### config.mk
export PLATFORM = sky130hd
export DESIGN_NAME = frog_round_ctrl
export DESIGN_NICKNAME = d
export VERILOG_FILES = /design/src/rtl/frog_pkg.sv /design/src/rtl/frog_round_ctrl_sat_counter.sv /design/src/rtl/frog_round_ctrl.sv
export SDC_FILE = /design/constraint.sdc
export NUM_CORES = 1
export LEC_CHECK = 0
export BUFFER_PORTS_ARGS = -buffer_cell sky130_fd_sc_hd__buf_2
export CAP_MARGIN = 30
export CORE_UTILIZATION = 45
export CTS_CLUSTER_DIAMETER = 30
export DETAILED_ROUTE_END_ITERATION = 8
export GPL_ROUTABILITY_DRIVEN = 1
export PLACE_DENSITY = 0.62
export SLEW_MARGIN = 30
export SYNTH_ARGS = -nofsm -noshare
export SYNTH_HDL_FRONTEND = slang
export SYNTH_SLANG_ARGS = --single-unit
### constraint.sdc
create_clock -name clk -period 2.3 [get_ports clk]
set_input_delay 0.115 -clock clk [delete_from_list [all_inputs] [get_ports clk]]
set_output_delay 0.115 -clock clk [all_outputs]
set_load 0.05 [all_outputs]
### src/rtl/frog_pkg.sv
// Shared types and constants for the Frogger round/score sequencer.
package frog_pkg;

  typedef enum logic [2:0] {
    IDLE    = 3'd0,
    PLAY    = 3'd1,
    RESPAWN = 3'd2,
    WIN     = 3'd3,
    OVER    = 3'd4
  } state_t;

  localparam int BCD_W = 4;

endpackage

### src/rtl/frog_round_ctrl_sat_counter.sv
// Saturating up/down counter; load returns it to INIT, which is also its reset value.
module sat_counter #(
  parameter int MAX  = 9,
  parameter int INIT = 0,
  parameter int W    = 4
) (
  input  logic         clk,
  input  logic         reset,
  input  logic         load,
  input  logic         inc,
  input  logic         dec,
  output logic [W-1:0] q
);

  localparam logic [W-1:0] MAX_V  = W'(MAX);
  localparam logic [W-1:0] INIT_V = W'(INIT);

  logic [W-1:0] cnt_q, cnt_d;

  always_comb begin
    cnt_d = cnt_q;
    if (load) begin
      cnt_d = INIT_V;
    end else if (inc && (cnt_q < MAX_V)) begin
      cnt_d = cnt_q + W'(1);
    end else if (dec && (cnt_q != '0)) begin
      cnt_d = cnt_q - W'(1);
    end
  end

  always_ff @(posedge clk) begin
    if (reset) cnt_q <= INIT_V;
    else       cnt_q <= cnt_d;
  end

  assign q = cnt_q;

endmodule

### src/rtl/frog_round_ctrl.sv
// Frogger game FSM: turns collision events into score/lives updates, gates frog movement, pulses respawn.
module frog_round_ctrl
  import frog_pkg::*;
#(
  parameter int SCORE_MAX      = 7,
  parameter int LIVES_INIT     = 3,
  parameter int RESPAWN_CYCLES = 4
) (
  input  logic             clk,
  input  logic             reset,
  input  logic             start,
  input  logic             home_evt,
  input  logic             hit_evt,
  output logic             frog_en,
  output logic             respawn,
  output logic [BCD_W-1:0] score,
  output logic [BCD_W-1:0] lives,
  output logic             win,
  output logic             game_over
);

  localparam int TW = (RESPAWN_CYCLES > 1) ? $clog2(RESPAWN_CYCLES) : 1;
  localparam logic [TW-1:0]    TIMER_LOAD = TW'(RESPAWN_CYCLES - 1);
  localparam logic [BCD_W-1:0] SCORE_WIN  = BCD_W'(SCORE_MAX);

  state_t        state_q, state_d;
  logic [TW-1:0] timer_q, timer_d;
  logic          start_prev_q, home_prev_q, hit_prev_q;
  logic          frog_en_q, frog_en_d;
  logic          respawn_q, respawn_d;
  logic          win_q, win_d;
  logic          game_over_q, game_over_d;
  logic          score_load, score_inc, lives_load, lives_dec;
  logic          start_rise, home_rise, hit_rise;

  assign start_rise = start & ~start_prev_q;
  assign home_rise  = home_evt & ~home_prev_q;
  assign hit_rise   = hit_evt & ~hit_prev_q;

  // Decisions use the pre-update counter value, so "new value" tests are done one step early.
  always_comb begin
    state_d    = state_q;
    timer_d    = timer_q;
    respawn_d  = 1'b0;
    score_load = 1'b0;
    score_inc  = 1'b0;
    lives_load = 1'b0;
    lives_dec  = 1'b0;
    case (state_q)
      IDLE, WIN, OVER: begin
        if (start_rise) begin
          state_d    = PLAY;
          score_load = 1'b1;
          lives_load = 1'b1;
          respawn_d  = 1'b1;
        end
      end
      PLAY: begin
        if (hit_rise) begin
          lives_dec = 1'b1;
          timer_d   = TIMER_LOAD;
          state_d   = (lives <= BCD_W'(1)) ? OVER : RESPAWN;
        end else if (home_rise) begin
          score_inc = 1'b1;
          timer_d   = TIMER_LOAD;
          state_d   = (score == SCORE_WIN - BCD_W'(1)) ? WIN : RESPAWN;
        end
      end
      RESPAWN: begin
        if (timer_q == '0) begin
          state_d   = PLAY;
          respawn_d = 1'b1;
        end else begin
          timer_d = timer_q - TW'(1);
        end
      end
      default: state_d = IDLE;
    endcase
    frog_en_d   = (state_d == PLAY);
    win_d       = (state_d == WIN);
    game_over_d = (state_d == OVER);
  end

  always_ff @(posedge clk) begin
    if (reset) begin
      state_q      <= IDLE;
      timer_q      <= '0;
      start_prev_q <= 1'b0;
      home_prev_q  <= 1'b0;
      hit_prev_q   <= 1'b0;
      frog_en_q    <= 1'b0;
      respawn_q    <= 1'b0;
      win_q        <= 1'b0;
      game_over_q  <= 1'b0;
    end else begin
      state_q      <= state_d;
      timer_q      <= timer_d;
      start_prev_q <= start;
      home_prev_q  <= home_evt;
      hit_prev_q   <= hit_evt;
      frog_en_q    <= frog_en_d;
      respawn_q    <= respawn_d;
      win_q        <= win_d;
      game_over_q  <= game_over_d;
    end
  end

  sat_counter #(.MAX(SCORE_MAX), .INIT(0), .W(BCD_W)) u_score (
    .clk   (clk),
    .reset (reset),
    .load  (score_load),
    .inc   (score_inc),
    .dec   (1'b0),
    .q     (score)
  );

  sat_counter #(.MAX(LIVES_INIT), .INIT(LIVES_INIT), .W(BCD_W)) u_lives (
    .clk   (clk),
    .reset (reset),
    .load  (lives_load),
    .inc   (1'b0),
    .dec   (lives_dec),
    .q     (lives)
  );

  assign frog_en   = frog_en_q;
  assign respawn   = respawn_q;
  assign win       = win_q;
  assign game_over = game_over_q;

endmodule

==> results.cfg, run 1 <==
[finish]
instances_no_fill = 146
stdcell_area_um2 = 1140
syn_to_final_growth_pct = 11.3
drive_above_1_share = 0.277
num-nets-final = 131
antennaDiodeCount = 0

[route]
ant_nets = 0
wl_per_cell_um = 11.3
drt_iter0_markers = 5
first_pass_iters = 4
drc_errors = 0
via_per_inst = 5.22
vias = 762
finalWirelength_um = 1650

[place]
globalplace.congestion = 0.752
dpl.hpwl_um = 1240
dp_cells = 142
placedInstanceArea_um2 = 1100
port_buffers = 16

[yosys]
synth_cells = 102
synth.top_cells.by_count = dfxtp_1, nor2_1, ha_1, inv_1, nor3_1
synth.largest_area_cell = dfxtp_1
synth_top_area_frac = 0.392
syn_nets = 113
async_flop_share = 0
synth_warnings = 0
netlist_area_um2 = 1020
yosysSeqAreaShare = 0.392
synth-main-ff-cell = dfxtp_1
synth.most_common_cell = dfxtp_1
synthDistinctLibCells = 39
synth_edf_count = 0
ys_top_cells_by_area = dfxtp_1, ha_1, a211oi_1
ys_seq_elements = 20
syn_area_per_cell_um2 = 10.0

[global_routing]
grt_pass1_vias = 686
grt_max_degree = 14
grt_pass1_wl_um = 2930
antenna_found_initial = 0
overflow = 0
grt_use_total = 0.154

[clock_tree]
cts_max_path_buffers = 2
cts-root-buf = clkbuf_4
tritoncts = done
clk_pin_slew_ns = 0.11
ctsResizeCount = 0
cts_buffers = 3
cts.sinks = 20
holdBufCountCts = 0
post_cts_buffers = 0
h-tree-depth = 1
worstSkewPairLatency_ns = 0.30

[sta]
rsz0062_at_grt = false
period_needed_ns = 1.82
setup_viol = 0
fin_crit_sh = 0.793
max-slew-margin-rel = 0.713
final.setup.tns_ns = 0
slew_viol_final = 0
worst_pin_slew_ns = 0.430
skew_ns = 0.00718
hold_viol_final = 0
fmax_ghz = 0.548
worst_hold_slack_ns = 0.0449

[critical_path]
critical_path_class = flip-flop to flip-flop
r2r_setup_slack_ns = 0.48
r2r_cells = 4
worstReg2RegEnd = frog_en
r2r-start = state_q[1]
critPathRequiredTime_ns = 2.55
worstPathMaxFanout = 12
startpoint = state_q[1]
end_kind = flip-flop
critPathCapture = frog_en
cp.arrival_ns = 2.07
startpoint_type = flip-flop

[floorplanning]
coreArea_um2 = 2040
initial_core_util = 0.501
dieArea_um2 = 2470
ioPinCount = 17
fp.dieW_um = 49.7
die_y_um = 49.7
rows = 16

[run_status]
status = finished clean

[min_path]
min_path_type = input pin to flip-flop
holdCritStartpoint = hit_evt
min_path_cells = 2

[power]
p_leak_uw = 0.000482
ir_worst_vdd_mv = 0.367
powerDensity_nw_per_um2 = 633

[run]
drv_cap = 0
flip-flops by register name, summed over array words and instances, names as in the netlist:
| register | count |
|---|---|
| u_lives.q | 4 |
| u_score.q | 4 |
| state_q | 3 |
| timer_q | 2 |
| frog_en | 1 |
| game_over | 1 |
| hit_prev_q | 1 |
| home_prev_q | 1 |
| respawn | 1 |
| start_prev_q | 1 |
| win | 1 |
per-stage QoR:
step	total power (uW)	worst slack (ns)	util
final	720	0.476	0.557
after detailed placement	528	0.494	0.539
after floorplan	504	0.388	-
after global placement	527	0.520	0.539
after global routing	765	0.397	0.557
after CTS	727	0.468	0.557
metal layers:
| layer | part of all wire | GRT usage | vias up | wire (um) |
|---|---|---|---|---|
| met5 | 0 | 0 | - | 0 |
| met4 | 0.0079 | 0.0571 | 0 | 13 |
| met3 | 0.030 | 0.0370 | 2 | 49 |
| met2 | 0.45 | 0.243 | 9 | 744 |
| met1 | 0.51 | 0.202 | 351 | 842 |
| li1 | - | - | 400 | - |
layout make-up:
| type | count | area, um2 |
|---|---|---|
| Fill cell | 206 | 905 |
| Multi-Input combinational cell | 72 | 557 |
| Sequential cell | 20 | 400 |
| Inverter | 6 | 22.5 |
| Timing Repair Buffer | 17 | 87.6 |
| Tap cell | 27 | 33.8 |
| Clock buffer | 4 | 36.3 |
cells in the final DEF, fill, tap and decap left out, drive strengths merged, types with 4 or more instances in the layout:
master / count
nor3: 6
dfxtp: 20
nor2: 9
a211oi: 5
clkbuf: 4
ha: 6
nor2b: 5
buf: 17
or3b: 4
inv: 6
cells by family (layout without fill, tap and decap cells):
logic type               Yosys count  in the layout  share of synthesized area
AO/OA/AOI/OAI                     21             21                      0.174
flip-flops                        20             20                      0.392
multiplexers                       1              1                    0.00979
AND/OR/NAND/NOR                   40             40                      0.253
buffers and inverters             10             27                     0.0636
XOR/XNOR                           4              4                     0.0343
adder cells (fa/ha/maj)            6              6                     0.0734
critical path, cell delays in order, from the launching register on:
cell and delay [ns]:
dfxtp_1 0.42, or3b_4 0.46, or4_1 0.52, o311a_2 0.16, o21ba_1 0.21
how the worst min path moves through the flow:
stage                         endpoint  slack, ns
final                       hit_prev_q       0.04
after global routing      start_prev_q       0.06
after CTS                   hit_prev_q       0.04
after detailed placement    hit_prev_q       0.36
after global placement    start_prev_q       0.35
after floorplan             hit_prev_q       0.24
report_power, final:
part           switching (uW)  total, uW  internal [uW]
sequential               12.0        376            364
combinational            84.4        142           57.7
clock                     105        202           96.5
total                     202        720            518
Note: power is estimated with default switching activity, not from simulation.
==> inputs of run 2 (changes only) <==
- PLACE_DENSITY: 0.62 -> 0.65
- clock period: 2.3 -> 1.6 ns (I/O delays scaled with it)
==> run 2 against run 1 <==
Sequential power is 42% higher. The run now ends with setup timing left. Clock power is 27% higher. Wire length is 16% higher.
==> results.cfg, run 2 (same netlist as run 1, synthesis figures left out) <==
[run_status]
status = complete, but fails checks
violations = setup timing

[finish]
layout_common_cells = dfxtp_1, buf_2, buf_4
num-nets-final = 142
seq_area_um2 = 413
syn_to_final_growth_pct = 24.8
antennaDiodeCount = 0
final_util = 0.625
multi_input_area_um2 = 604
drive_above_1_share = 0.408
n_fill_cell = 198

[critical_path]
r2r_setup_slack_ns = -0.04
worstReg2RegEnd = frog_en
startpoint_type = flip-flop
end_kind = flip-flop
critPathRequiredTime_ns = 1.86
r2r_cells = 4
worstPathMaxFanout = 3
critical_path_class = flip-flop to flip-flop
r2r-start = u_score.q[3]
cp.arrival_ns = 1.90

[global_routing]
grt_pass1_wl_um = 3380
grt_pass1_vias = 772
grt_max_degree = 12
grt_use_total = 0.182
antenna_found_initial = 0
overflow = 0

[clock_tree]
worstSkewPairLatency_ns = 0.30
cts.sinks = 20
cts-root-buf = clkbuf_4
tritoncts = done
cts_max_path_buffers = 2
post_cts_buffers = 0
h-tree-depth = 1
cts_buffers = 3
clk_pin_slew_ns = 0.11

[min_path]
min_to = start_prev_q
min_path_cells = 2
holdCritStartpoint = start
min_path_type = input pin to flip-flop

[sta]
period_needed_ns = 1.64
fin_crit_sh = 1.03
hold_viol_final = 0
slew_viol_final = 0
worst_hold_slack_ns = 0.00943
max-slew-margin-rel = 0.728
worst_pin_slew_ns = 0.408
setup_viol = 2
skew_ns = 0.00223
rsz0062_at_grt = true
fmax_ghz = 0.609
worst_slack_ns = -0.0431

[floorplanning]
rows = 16
initial_core_util = 0.501
ioPinCount = 17
die_y_um = 49.7
dieArea_um2 = 2470
fp.dieW_um = 49.7
coreArea_um2 = 2040

[power]
design_power_total_uw = 1050
p_leak_uw = 0.000544
powerDensity_nw_per_um2 = 820
ir_worst_vdd_mv = 0.499

[route]
ant_nets = 0
wl_per_cell_um = 12.2
vias = 816
drc_errors = 0
drt_iter0_markers = 7
finalWirelength_um = 1920
first_pass_iters = 4
via_per_inst = 5.20

[place]
dpl.hpwl_um = 1450
port_buffers = 16
globalplace.congestion = 0.776

[run]
drv_cap = 0
[run 2: changes by cell type in the layout (fill, tap and decap cells not counted), sizes merged]
cell / change
dlygate4sd3: +1
buf: +10
[run 2: metrics by stage]
step / area (um2) / setup WS, ns / cells / TNS [ns]
3_5_place_dp: 1210 / -0.0416 / 152 / -0.0518
6_report: 1280 / -0.0431 / 157 / -0.0552
2_1_floorplan: 1060 / -0.0942 / 102 / -0.151
5_1_grt: 1280 / -0.0818 / 157 / -0.293
4_1_cts: 1250 / -0.0382 / 157 / -0.0601
3_3_place_gp: 1210 / -0.0268 / 152 / -0.0268
[run 2: how the worst max path moves through the flow]
stage            startpoint       to  slack, ns  depth (start not counted)
3_5_place_dp   u_score.q[3]      win      -0.04                          4
3_3_place_gp   u_score.q[3]      win      -0.03                          4
6_report       u_score.q[3]  frog_en      -0.04                          4
2_1_floorplan    state_q[2]  frog_en      -0.09                          5
5_1_grt        u_score.q[3]  frog_en      -0.08                          4
4_1_cts        u_score.q[3]  frog_en      -0.04                          4
[run 2: layout make-up]
class,count,share of cell area
multi-input cells,72,0.474
flip-flops and latches,20,0.324
repair buffers,28,0.138
well taps,27,0.0265
clock buffers,4,0.0206
inverters,6,0.0176
[run 2: worst max-delay path, stage by stage, from the launching register on]
cell and delay [ns]:
dfxtp_4 0.36, or3b_4 0.37, or4_4 0.52, o311a_4 0.14, o21ba_4 0.21
[run 2: routing by layer]
metal	vias to the layer above	global-route usage	part of all wire
li1	422	-	-
met1	377	0.250	0.52
met2	15	0.275	0.44
met3	2	0.0370	0.033
met4	0	0.0714	0.0068
met5	-	0	0
[run 2: timing repair]
item                                   CTS  global route
hold buffers                             1             0
setup endpoints to repair                5            12
endpoints found under the hold margin    1             0
gates resized for setup                  1             6
pin swaps                                3             0
[run 2: report_power, final]
group / total [uW] / internal (uW) / leakage (uW) / switching, uW
Combinational: 256 / 115 / 0.000365 / 141
Sequential: 534 / 521 / 0.000164 / 13.9
Clock: 256 / 97.2 / 0.0000150 / 158
==> inputs of run 3 (changes only) <==
- TNS_END_PERCENT: unset -> 50
==> run 3 against run 2 <==
The flow still finishes with violations (setup timing). Sequential cell count did not move. Clock power is essentially flat. Sequential share of layout area grew 0.26 points. Final area decreased by 0.78%. First-iteration DRC count increased by 57%. Clock skew is 0.0011 ns higher. Non-clock buffer count unchanged. Critical path depth is the same. Final cell count is the same. Critical path type unchanged. Largest power group unchanged.
==> results.cfg, run 3 (same netlist as run 1, synthesis figures left out) <==
[power]
design_power_total_uw = 1040
ir_worst_vdd_mv = 0.498
p_leak_uw = 0.000545
powerDensity_nw_per_um2 = 819

[route]
vias = 809
wl_per_cell_um = 12.0
via_per_inst = 5.15
drt_iter0_markers = 11
drc_errors = 0
finalWirelength_um = 1880
first_pass_iters = 4
ant_nets = 0

[finish]
syn_to_final_growth_pct = 23.9
n_fill_cell = 195
final_util = 0.620
num-nets-final = 142
drive_above_1_share = 0.400
layout_common_cells = dfxtp_1, buf_2, buf_4
antennaDiodeCount = 0
instances_no_fill = 157

[run]
drv_cap = 0

[critical_path]
cp_cell_sequence = or3b_4 -> or4_4 -> o311a_4 -> o21ba_1
end_kind = flip-flop
critPathTopFamily = simple AND/OR/NAND/NOR gates
critical_path_class = flip-flop to flip-flop
max_stage_delay_ns = 0.52
crit_buf_inv = 0
slowest_stage = or4_4
worstPathMaxFanout = 3
startpoint_type = flip-flop
critPathRequiredTime_ns = 1.85
cp.arrival_ns = 1.89

[clock_tree]
cts-root-buf = clkbuf_4
cts_max_path_buffers = 2
cts_buffers = 3
clk_pin_slew_ns = 0.11
worstSkewPairLatency_ns = 0.30
tritoncts = done
cts.sinks = 20
h-tree-depth = 1

[place]
dp_cells = 152
dpl.hpwl_um = 1450
globalplace.congestion = 0.776
port_buffers = 16

[floorplanning]
die_y_um = 49.7
rows = 16
dieArea_um2 = 2470
coreArea_um2 = 2040
initial_core_util = 0.501
fp.dieW_um = 49.7
ioPinCount = 17

[sta]
hold_viol_final = 0
final.setup.tns_ns = -0.0388
worst_hold_slack_ns = 0.0115
setup_viol = 2
worst_pin_slew_ns = 0.365
skew_ns = 0.00330
fin_crit_sh = 1.02
worst_slack_ns = -0.0328
fmax_ghz = 0.612
max-slew-margin-rel = 0.757
slew_viol_final = 0
rsz0062_at_grt = true
period_needed_ns = 1.63

[global_routing]
grt_use_total = 0.182
grt_max_degree = 12
antenna_found_initial = 0
overflow = 0
grt_pass1_wl_um = 3380
grt_pass1_vias = 772

[run_status]
violations = setup timing
status = complete, but fails checks

[min_path]
min_path_type = input pin to flip-flop
[run 3: cell counts in the layout (fill, tap and decap cells not counted)]
No cell type changed its count.
[run 3: layout make-up]
class                           instances  area, um2  share of cell area
Multi-Input combinational cell         72        598               0.472
Clock buffer                            4       26.3              0.0208
Sequential cell                        20        413               0.326
Inverter                                6       22.5              0.0178
Tap cell                               27       33.8              0.0267
Timing Repair Buffer                   28        173               0.136
[run 3: power by group]
part / total [uW] / switching (uW) / internal [uW] / leakage, uW
logic: 249 / 139 / 111 / 0.000366
registers: 534 / 13.9 / 521 / 0.000164
clock network: 254 / 157 / 97.1 / 0.0000150
[run 3: path summary, 6_finish.rpt]
kind	startpoint	cells past startpoint	slack (ns)	endpoint
setup reg to reg	u_score.q[3]	4	-0.03	frog_en
setup / recovery	u_score.q[3]	4	-0.03	frog_en
hold / removal	start	2	0.01	start_prev_q
hold reg to reg	timer_q[0]	1	0.48	timer_q[0]
[run 3: worst register-to-register path: stages (launching register included)]
cell and delay [ns]:
dfxtp_4 0.36, or3b_4 0.37, or4_4 0.52, o311a_4 0.14, o21ba_1 0.21
[run 3: what timing repair did]
action                                  in CTS  in global routing
hold buffers                                 1                  0
resized for setup                            1                  4
endpoints found under the setup margin       5                 12
pin swaps                                    3                  0
gates cloned                                 0                  0
hold endpoints to repair                     1                  0
buffers inserted                             0                  0
[run 3: stage by stage]
step / area, um2 / worst slack [ns]
CTS: 1250 / -0.0382
detailed placement: 1210 / -0.0416
global placement: 1210 / -0.0268
finish: 1270 / -0.0328
global route: 1270 / -0.0887
floorplan: 1060 / -0.0942
[run 3: layer usage]
layer | vias up | global-route usage | wire [um]
met5 | - | 0 | 0
met4 | 0 | 0.0714 | 13
met3 | 2 | 0.0370 | 62
met2 | 15 | 0.275 | 817
met1 | 370 | 0.250 | 988
li1 | 422 | - | -
